[src/rtl/ad_sdo_rx_if.sv]
// Capture-side link of the ADC serial port: strobe/SDO/CS_n toward the ADC,
// sample word and status toward the core.
interface ad_sdo_rx_if #(parameter int DW = 16);
  logic          pluse;
  logic          start;
  logic          ad_sdo;
  logic          ad_cs_n;
  logic [DW-1:0] data;
  logic          data_vld;
  logic          busy;
  logic [15:0]   sample_cnt;

  modport slave (
    input  pluse, start, ad_sdo,
    output ad_cs_n, data, data_vld, busy, sample_cnt
  );

  modport master (
    output pluse, start, ad_sdo,
    input  ad_cs_n, data, data_vld, busy, sample_cnt
  );
endinterface

[src/rtl/ad_sdo_rx.sv]
// Serial ADC receiver: frames a read with ad_cs_n, skips one lead-in strobe,
// then shifts DW bits of SDO in MSB-first and presents the word with a strobe.
module ad_sdo_rx #(
  parameter int DW     = 16,
  parameter int CS_GAP = 2
) (
  input  logic       clk_sys,
  input  logic       rst_n,
  ad_sdo_rx_if.slave bus
);
  localparam int BW = $clog2(DW);
  localparam logic [BW-1:0] LAST     = BW'(DW - 1);
  localparam logic [3:0]    GAP_LAST = 4'(CS_GAP - 1);

  localparam logic [1:0] IDLE  = 2'd0;
  localparam logic [1:0] ARM   = 2'd1;
  localparam logic [1:0] SHIFT = 2'd2;
  localparam logic [1:0] GAP   = 2'd3;

  logic [1:0]    state_q, state_d;
  logic          pend_q, pend_d;
  logic [DW-2:0] shift_q, shift_d;
  logic [DW-1:0] data_q, data_d;
  logic [BW-1:0] bit_cnt_q, bit_cnt_d;
  logic [3:0]    gap_cnt_q, gap_cnt_d;
  logic          cs_n_q, cs_n_d;
  logic          vld_q, vld_d;
  logic [15:0]   sample_cnt_q, sample_cnt_d;
  logic [DW-1:0] shift_in;

  // Only DW-1 bits are stored: the final bit goes straight into data.
  assign shift_in = {shift_q, bus.ad_sdo};

  always_comb begin
    state_d      = state_q;
    pend_d       = pend_q;
    shift_d      = shift_q;
    data_d       = data_q;
    bit_cnt_d    = bit_cnt_q;
    gap_cnt_d    = gap_cnt_q;
    cs_n_d       = cs_n_q;
    vld_d        = 1'b0;
    sample_cnt_d = sample_cnt_q;

    // Requests while a frame is in flight collapse into one pending flag.
    if (bus.start && state_q != IDLE) pend_d = 1'b1;

    case (state_q)
      IDLE: begin
        if (bus.start || pend_q) begin
          state_d = ARM;
          cs_n_d  = 1'b0;
          pend_d  = 1'b0;
        end
      end
      ARM: begin
        if (bus.pluse) begin
          state_d   = SHIFT;
          bit_cnt_d = '0;
        end
      end
      SHIFT: begin
        if (bus.pluse) begin
          shift_d   = shift_in[DW-2:0];
          bit_cnt_d = bit_cnt_q + BW'(1);
          if (bit_cnt_q == LAST) begin
            data_d       = shift_in;
            vld_d        = 1'b1;
            sample_cnt_d = sample_cnt_q + 16'd1;
            cs_n_d       = 1'b1;
            gap_cnt_d    = '0;
            bit_cnt_d    = '0;
            state_d      = GAP;
          end
        end
      end
      GAP: begin
        if (bus.pluse) begin
          if (gap_cnt_q == GAP_LAST) begin
            gap_cnt_d = '0;
            if (pend_q || bus.start) begin
              state_d = ARM;
              cs_n_d  = 1'b0;
              pend_d  = 1'b0;
            end else begin
              state_d = IDLE;
            end
          end else begin
            gap_cnt_d = gap_cnt_q + 4'd1;
          end
        end
      end
      default: state_d = IDLE;
    endcase
  end

  always_ff @(posedge clk_sys or negedge rst_n) begin
    if (!rst_n) begin
      state_q      <= IDLE;
      pend_q       <= 1'b0;
      shift_q      <= '0;
      data_q       <= '0;
      bit_cnt_q    <= '0;
      gap_cnt_q    <= '0;
      cs_n_q       <= 1'b1;
      vld_q        <= 1'b0;
      sample_cnt_q <= '0;
    end else begin
      state_q      <= state_d;
      pend_q       <= pend_d;
      shift_q      <= shift_d;
      data_q       <= data_d;
      bit_cnt_q    <= bit_cnt_d;
      gap_cnt_q    <= gap_cnt_d;
      cs_n_q       <= cs_n_d;
      vld_q        <= vld_d;
      sample_cnt_q <= sample_cnt_d;
    end
  end

  assign bus.ad_cs_n    = cs_n_q;
  assign bus.data       = data_q;
  assign bus.data_vld   = vld_q;
  assign bus.busy       = (state_q != IDLE);
  assign bus.sample_cnt = sample_cnt_q;
endmodule

[src/flat_wrapper.sv]
// flat-port wrapper written by rule: the top's interface ports become plain ports
module ad_sdo_rx_flat 
#(
  parameter int DW     = 16,
  parameter int CS_GAP = 2
)
  (clk_sys, rst_n, bus_pluse, bus_start, bus_ad_sdo, bus_ad_cs_n, bus_data, bus_data_vld, bus_busy, bus_sample_cnt);
  ad_sdo_rx_if #(.DW(DW)) bus_i ();
  input  logic clk_sys;
  input  logic rst_n;
  input wire logic [$bits(bus_i.pluse)-1:0] bus_pluse;
  input wire logic [$bits(bus_i.start)-1:0] bus_start;
  input wire logic [$bits(bus_i.ad_sdo)-1:0] bus_ad_sdo;
  output wire logic [$bits(bus_i.ad_cs_n)-1:0] bus_ad_cs_n;
  output wire logic [$bits(bus_i.data)-1:0] bus_data;
  output wire logic [$bits(bus_i.data_vld)-1:0] bus_data_vld;
  output wire logic [$bits(bus_i.busy)-1:0] bus_busy;
  output wire logic [$bits(bus_i.sample_cnt)-1:0] bus_sample_cnt;
  assign bus_i.pluse = bus_pluse;
  assign bus_i.start = bus_start;
  assign bus_i.ad_sdo = bus_ad_sdo;
  assign bus_ad_cs_n = bus_i.ad_cs_n;
  assign bus_data = bus_i.data;
  assign bus_data_vld = bus_i.data_vld;
  assign bus_busy = bus_i.busy;
  assign bus_sample_cnt = bus_i.sample_cnt;
  ad_sdo_rx #(.DW(DW), .CS_GAP(CS_GAP)) u_core (.clk_sys(clk_sys), .rst_n(rst_n), .bus(bus_i));
endmodule
[config.mk]
export PLATFORM = sky130hd
export DESIGN_NAME = ad_sdo_rx_flat
export DESIGN_NICKNAME = d
export VERILOG_FILES = /design/src/rtl/ad_sdo_rx_if.sv /design/src/rtl/ad_sdo_rx.sv /design/src/flat_wrapper.sv
export SDC_FILE = /design/constraint.sdc
export NUM_CORES = 1
export LEC_CHECK = 0
export ABC_AREA = 0
export CAP_MARGIN = 20
export CORE_MARGIN = 2
export CORE_UTILIZATION = 30
export CTS_CLUSTER_SIZE = 20
export DETAILED_ROUTE_END_ITERATION = 12
export PLACE_DENSITY = 0.55
export RECOVER_POWER = 25
export SYNTH_ARGS = -nofsm -noshare
export SYNTH_HDL_FRONTEND = slang
export SYNTH_SLANG_ARGS = --single-unit
[constraint.sdc]
create_clock -name clk_sys -period 2.9 [get_ports clk_sys]
set_clock_uncertainty 0.2 [all_clocks]
set_input_delay 0.29 -clock clk_sys [delete_from_list [all_inputs] [get_ports clk_sys]]
set_output_delay 0.29 -clock clk_sys [all_outputs]
set_load 0.01 [all_outputs]
==> qor.txt, run 1 <==
Antenna Nets Post-Route = 0
hold slack = 0.275 ns
final count of negative-setup-slack endpoints = 0
actual slew at the worst max-slew pin = 0.806 ns
type of the worst min-delay path = reg -> reg
critical path arrival = 2.42 ns
net count after synthesis = 221
top cells by area, synth = dfrtp_1, mux2_2, ha_1
cts repair resizes = 0
Post-Syn Area per Cell = 12.7 µm²
starting density of the core = 30.5%
number of remaining DRC errors = 0
CP Max Fanout = 13
synth unique cells = 36
Die Y-Extent = 97.5 µm
RSZ-0062 raised after global routing = no
R2R Path End = u_core.bus.sample_cnt[12]
Peak supply drop = 0.000251 V
initial antenna violation count = 0
Slowest-stage cell, CP = or3_1
DR vias/cell = 4.66
RR Startpoint = u_core.state_q[0]
LEAKAGE = 1.57 nW
TritonCTS clock tree = done
pins over their slew limit = 0
Register Area = 1500 µm²
area of the multi-input gates = 1070 µm²
Gate Count Post-Synth = 207
launch point of the worst path = u_core.state_q[0]
CTS sink count = 60
Initial DRC Count = 54
met2 wire length = 2310 µm
# port buffers = 39
Overflow after GRT = 0
Hold Crit Start = u_core.bus.sample_cnt[15]
count leader, synth = dfrtp_1
Post-synth EDFFs = 0
crit share post-route = 81.5%
outcome = completed
fmax = 423 MHz
Synth top area share = 56.2%
share of cells above drive strength 1 = 22.1%
Top Ports = 40
wl on met1 = 2300 µm
top post-synthesis cells by count = dfrtp_1, mux2_2, nand2_1
number of H-tree levels = 3
Post-DP HPWL = 3350 µm
number of synthesized register bits = 60
R2R setup slack = 0.54 ns
PD cells = 720 nW/µm²
Async S/R FF share, synth = 100%
DR WL/cell = 13.1 µm
slowest stage delay, CP = 0.49 ns
Period minus WS final = 2.36 ns
Fin. Hold Viols = 0
Die Span X = 97.5 µm
vias in the first global route = 1,786
area grow syn2layout = 28.4%
Met3 Routed Length = 177 µm
setup TNS = 0 ns
Top FF cell, synth = dfrtp_1
yosys warns = 0
Placed Instance Area = 3160 µm²
Setup crit end = u_core.bus.sample_cnt[12]
worst rel slew slack = 46.3%
pin count of the biggest net entering global routing = 36
Top Metal Used = met4
CP Capture Type = flip-flop
vias = 1,723
critical path class = reg -> reg
Worst-Skew Late Latency = 0.33 ns
CTS max path bufs = 2
count of cells along the worst register-to-register path = 6
Seq/Total Area, Yosys = 57.2%
Core ar. = 8590 µm²
die area = 9510 µm²
DR pass1 iterations = 4
Site Rows = 34
CP required = 2.96 ns
crit-path cells = inv_1 > ha_1 > nand2_1 > or3_1 > nor3_1 > xor2_1
TritonCTS Buffers = 9
Nets = 271
Design Power = 0.00243 W
Clock transition at path regs = 0.07 ns
first-pass GRT wire length = 8480 µm
All-Layer GR Usage = 11.1%
Post-Route WL = 4860 µm
Worst Setup Start Kind = flip-flop
Mapped Area = 2630 µm²
final instance area = 3370 µm²
Synth area leader = dfrtp_1
antenna cells = 0
Root Buffer = clkbuf_8
routability cong. = 0.791
Max Cap Violations = 0
fillers = 854
## placed cells by master, fill, tap and decap left out, types with 2 or more instances in the layout
cell type        synthesis  layout
dfrtp_1                 59      59
clkdlybuf4s50_1          0      38
mux2_2                  32      32
nand2_1                 13      13
clkbuf_8                 0      11
nand3_1                  9       9
ha_1                     9       9
xor2_1                   8       8
inv_1                    7       7
nor3_1                   7       7
xnor2_1                  7       7
nor2_1                   7       6
a21oi_1                  5       5
o21ai_0                  4       4
and3_1                   4       4
nand4_1                  4       4
buf_4                    0       4
clkbuf_1                 4       3
nor2b_1                  2       2
or3_1                    2       2
o2bb2ai_1                2       2
a21o_1                   2       2
a22o_2                   2       2
a22o_1                   2       2
clkinvlp_4               0       2
## stage by stage
stage	std cells	util, %	setup slack, ns
after floorplan	207	-	0.774
after global routing	370	39.2	0.302
after detailed placement	353	36.8	0.519
after global placement	353	36.8	0.564
after CTS	370	39.3	0.505
final	370	39.2	0.536
## what timing repair did
item,CTS,global route
endpoints found under the hold margin,32,0
buffers inserted,0,0
hold buffers,1,0
## sequential cells by signal, indices dropped and copies added (netlist names), 2 cells and up
name	count
u_core.gap_cnt_q	4
u_core.shift_q	15
u_core.bus.sample_cnt	16
u_core.bit_cnt_q	4
u_core.state_q	2
u_core.bus.data	16
## critical path, delay by kind of cell, from the launching register on
family	cells	cell delay (ns)
adders and majority gates	1	0.39
and+or+nand+nor	3	0.94
buffers and inverters	1	0.15
xor gates and xnor gates	1	0.18
DFF	1	0.44
## layout make-up
cell class | instances | area share [%]
clock buffers | 13 | 4.71
clock inverters | 3 | 1.34
inverters | 7 | 0.780
multi-input cells | 134 | 31.8
flip-flops and latches | 60 | 44.6
well taps | 108 | 4.01
repair buffers | 45 | 12.7
## logic make-up (layout without fill, tap and decap cells)
logic type,Yosys count,after routing,synth area share (%)
AO/OA/AOI/OAI,25,25,7.34
XOR/XNOR,15,15,5.00
adder cells (fa/ha/maj),9,9,4.29
buffers and inverters,13,68,1.95
flip-flops,60,60,57.2
multiplexers,33,33,14.1
AND/OR/NAND/NOR,52,52,10.1
## metal layers
layer / track usage [%] / vias to the layer above
met1: 13.5 / 852
met2: 17.6 / 27
li1: - / 835
met3: 4.10 / 9
met5: 0 / -
met4: 4.81 / 0
## power by group
group / internal [W] / total [W] / switching [W]
Sequential: 0.000969 / 0.00109 / 0.000117
Combinational: 0.000292 / 0.000578 / 0.000285
Clock: 0.000444 / 0.000765 / 0.000321
Total: 0.00171 / 0.00243 / 0.000722
## how the worst min path moves through the flow
stage	cells past startpoint	endpoint	slack [ns]
3_5_place_dp	1	u_core.bus.sample_cnt[5]	0.24
3_3_place_gp	1	u_core.bus.sample_cnt[12]	0.23
2_1_floorplan	0	u_core.bit_cnt_q[0]	-0.21
4_1_cts	1	u_core.bus.sample_cnt[15]	0.28
6_report	1	u_core.bus.sample_cnt[15]	0.27
5_1_grt	1	u_core.bus.sample_cnt[15]	0.30
No activity file was read; power rests on OpenSTA's default activity.
==> run 2, diff against run 1 <==
- PLACE_DENSITY: 0.55 -> 0.57
- clock period: 2.9 -> 1.9 ns (I/O delays scaled with it)
==> run 2 against run 1 <==
Effect of this change:
- the flow now finishes with violations (setup timing)
- routed wire length up 9.7%
- count of clock-buffer cells in the layout unchanged
- utilization up 3.9 points
- sequential power up 47%
- critical endpoint is now u_core.state_q[0]
==> qor.txt, run 2 (synthesized netlist as in run 1, its figures left out) <==
outcome = finished, violations left (was completed)
violated checks = setup timing
pre-CTS setup slack = -0.202 ns (was 0.519 ns)
DR WL/cell = 13.3 µm (was 13.1 µm)
first-pass GRT wire length = 9160 µm (was 8480 µm)
CTS sink count = 60 (unchanged)
Setup crit end = u_core.state_q[0] (was u_core.bus.sample_cnt[12])
CP Capture Type = flip-flop (unchanged)
final count of negative-setup-slack endpoints = 3 (was 0)
Pint = 0.00296 W (was 0.00171 W)
PD cells = 1140 nW/µm² (was 720 nW/µm²)
DR vias/cell = 4.64 (was 4.66)
Die Span X = 97.5 µm (unchanged)
critical path arrival = 2.11 ns (was 2.42 ns)
die area = 9510 µm² (unchanged)
TritonCTS Buffers = 9 (unchanged)
Peak supply drop = 0.000566 V (was 0.000251 V)
R2R Path End = u_core.state_q[0] (was u_core.bus.sample_cnt[12])
Worst Setup Start Kind = flip-flop (unchanged)
Core ar. = 8590 µm² (unchanged)
All-Layer GR Usage = 12.0% (was 11.1%)
fillers = 818 (was 854)
type of the worst min-delay path = reg -> reg (unchanged)
RR Startpoint = u_core.state_q[0] (unchanged)
Met3 Routed Length = 241 µm (was 177 µm)
crit share post-route = 111% (was 81.5%)
Sequential Power Share = 38.0% (was 44.7%)
Top Metal Used = met4 (unchanged)
P_sw = 0.00127 W (was 0.000722 W)
final setup margin = -0.208 ns (was 0.536 ns)
fmax = 474 MHz (was 423 MHz)
Die Y-Extent = 97.5 µm (unchanged)
actual slew at the worst max-slew pin = 1.14 ns (was 0.806 ns)
antenna cells = 0 (unchanged)
R2R setup slack = -0.21 ns (was 0.54 ns)
Comb power frac = 34.0% (was 23.8%)
DR pass1 iterations = 4 (unchanged)
share of cells above drive strength 1 = 34.6% (was 22.1%)
pin count of the biggest net entering global routing = 28 (was 36)
TritonCTS clock tree = done (unchanged)
most common cell after layout, fill and taps aside = dfrtp_1 (unchanged)
LEAKAGE = 1.75 nW (was 1.57 nW)
# port buffers = 39 (unchanged)
critical path class = reg -> reg (unchanged)
Clk pwr share = 28.0% (was 31.5%)
number of remaining DRC errors = 0 (unchanged)
Post-Route WL = 5330 µm (was 4860 µm)
worst rel slew slack = 23.9% (was 46.3%)
Nets = 301 (was 271)
area grow syn2layout = 41.2% (was 28.4%)
hold slack = 0.266 ns (was 0.275 ns)
Period minus WS final = 2.11 ns (was 2.36 ns)
initial antenna violation count = 0 (unchanged)
Worst-Skew Late Latency = 0.33 ns (about the same)
Initial DRC Count = 39 (was 54)
wl on met1 = 2410 µm (was 2300 µm)
Top Ports = 40 (unchanged)
count of cells along the worst register-to-register path = 7 (was 6)
Max Cap Violations = 0 (unchanged)
Post-DP HPWL = 3600 µm (was 3350 µm)
vias = 1,856 (was 1,723)
CTS max path bufs = 2 (unchanged)
Clock transition at path regs = 0.07 ns (about the same)
pins over their slew limit = 0 (unchanged)
sw frac = 30.0% (was 29.7%)
number of H-tree levels = 3 (unchanged)
CP Max Fanout = 3 (was 13)
Root Buffer = clkbuf_8 (unchanged)
Antenna Nets Post-Route = 0 (unchanged)
Overflow after GRT = 0 (unchanged)
CP required = 1.91 ns (was 2.96 ns)
launch point of the worst path = u_core.state_q[0] (unchanged)
Site Rows = 34 (unchanged)
starting density of the core = 30.5% (unchanged)
routability cong. = 0.733 (was 0.791)
Fin. Hold Viols = 0 (unchanged)
Core Util, Final = 43.1% (was 39.2%)
most frequent cells in the layout = dfrtp_1, clkdlybuf4s50_1, mux2_2, buf_4, nand2_1 (was dfrtp_1, clkdlybuf4s50_1, mux2_2)
met2 wire length = 2600 µm (was 2310 µm)
RSZ-0062 raised after global routing = yes (was no)
vias in the first global route = 1,932 (was 1,786)
-- run 2: changes by cell type in the layout (fill, tap and decap cells not counted), sizes merged --
| cell | delta |
|---|---|
| clkdlybuf4s50 | -1 |
| buf | +30 |
| dlygate4sd2 | +1 |
-- run 2: area by class of cell --
class                      count  area (µm²)  area share, %
sequential                    60        1500           40.5
multi-input combinational    134        1150           31.2
timing repair buffer          75         684           18.5
clock buffer                  13         159           4.29
tap                          108         135           3.64
clock inverter                 3        45.0           1.21
inverter                       7        26.3          0.709
-- run 2: critical path, stage by stage (launching register included) --
cell and delay [ns]:
dfrtp_1 0.39, buf_4 0.15, ha_1 0.19, or3_1 0.36, a222oi_1 0.22, buf_4 0.19
mux2i_1 0.23, a311oi_2 0.05
-- run 2: stage by stage --
| stage | TNS, ns | power [W] | instances | cell area, µm² |
|---|---|---|---|---|
| after global placement | -0.416 | 0.00286 | 377 | 3400 |
| after floorplan | -0.541 | 0.00233 | 207 | 2660 |
| after global routing | -0.979 | 0.00448 | 400 | 3710 |
| after detailed placement | -0.767 | 0.00288 | 377 | 3400 |
| final | -0.484 | 0.00423 | 400 | 3710 |
| after CTS | -0.423 | 0.00412 | 396 | 3640 |
-- run 2: power by group through the flow --
stage,Sequential (W),Combinational (W),Clock [W]
final,0.00160,0.00144,0.00118
after global routing,0.00164,0.00157,0.00128
after CTS,0.00160,0.00130,0.00121
after detailed placement,0.00164,0.00124,0
after global placement,0.00164,0.00122,0
after floorplan,0.00163,0.000705,0
-- run 2: how the worst min path moves through the flow --
stage,start,to,slack [ns],cells past startpoint
finish,u_core.bus.sample_cnt[15],u_core.bus.sample_cnt[15],0.27,1
CTS,rst_n,u_core.bus.sample_cnt[11],0.17,2
global placement,rst_n,u_core.gap_cnt_q[3],-0.004,1
floorplan,rst_n,u_core.bit_cnt_q[0],-0.31,0
detailed placement,rst_n,u_core.gap_cnt_q[3],-0.008,1
global route,bus_ad_sdo,u_core.bus.data[0],0.29,2
-- run 2: routing by layer --
metal | vias up | GRT usage, %
li1 | 899 | -
met1 | 914 | 14.5
met2 | 37 | 19.5
met3 | 6 | 4.17
met4 | 0 | 5.13
met5 | - | 0
-- run 2: repair_timing --
action	CTS	global route
setup buffers	2	4
hold buffers	1	0
endpoints found under the setup margin	42	47
hold endpoints to repair	19	0
resized for setup	6	10
pin swaps	1	4
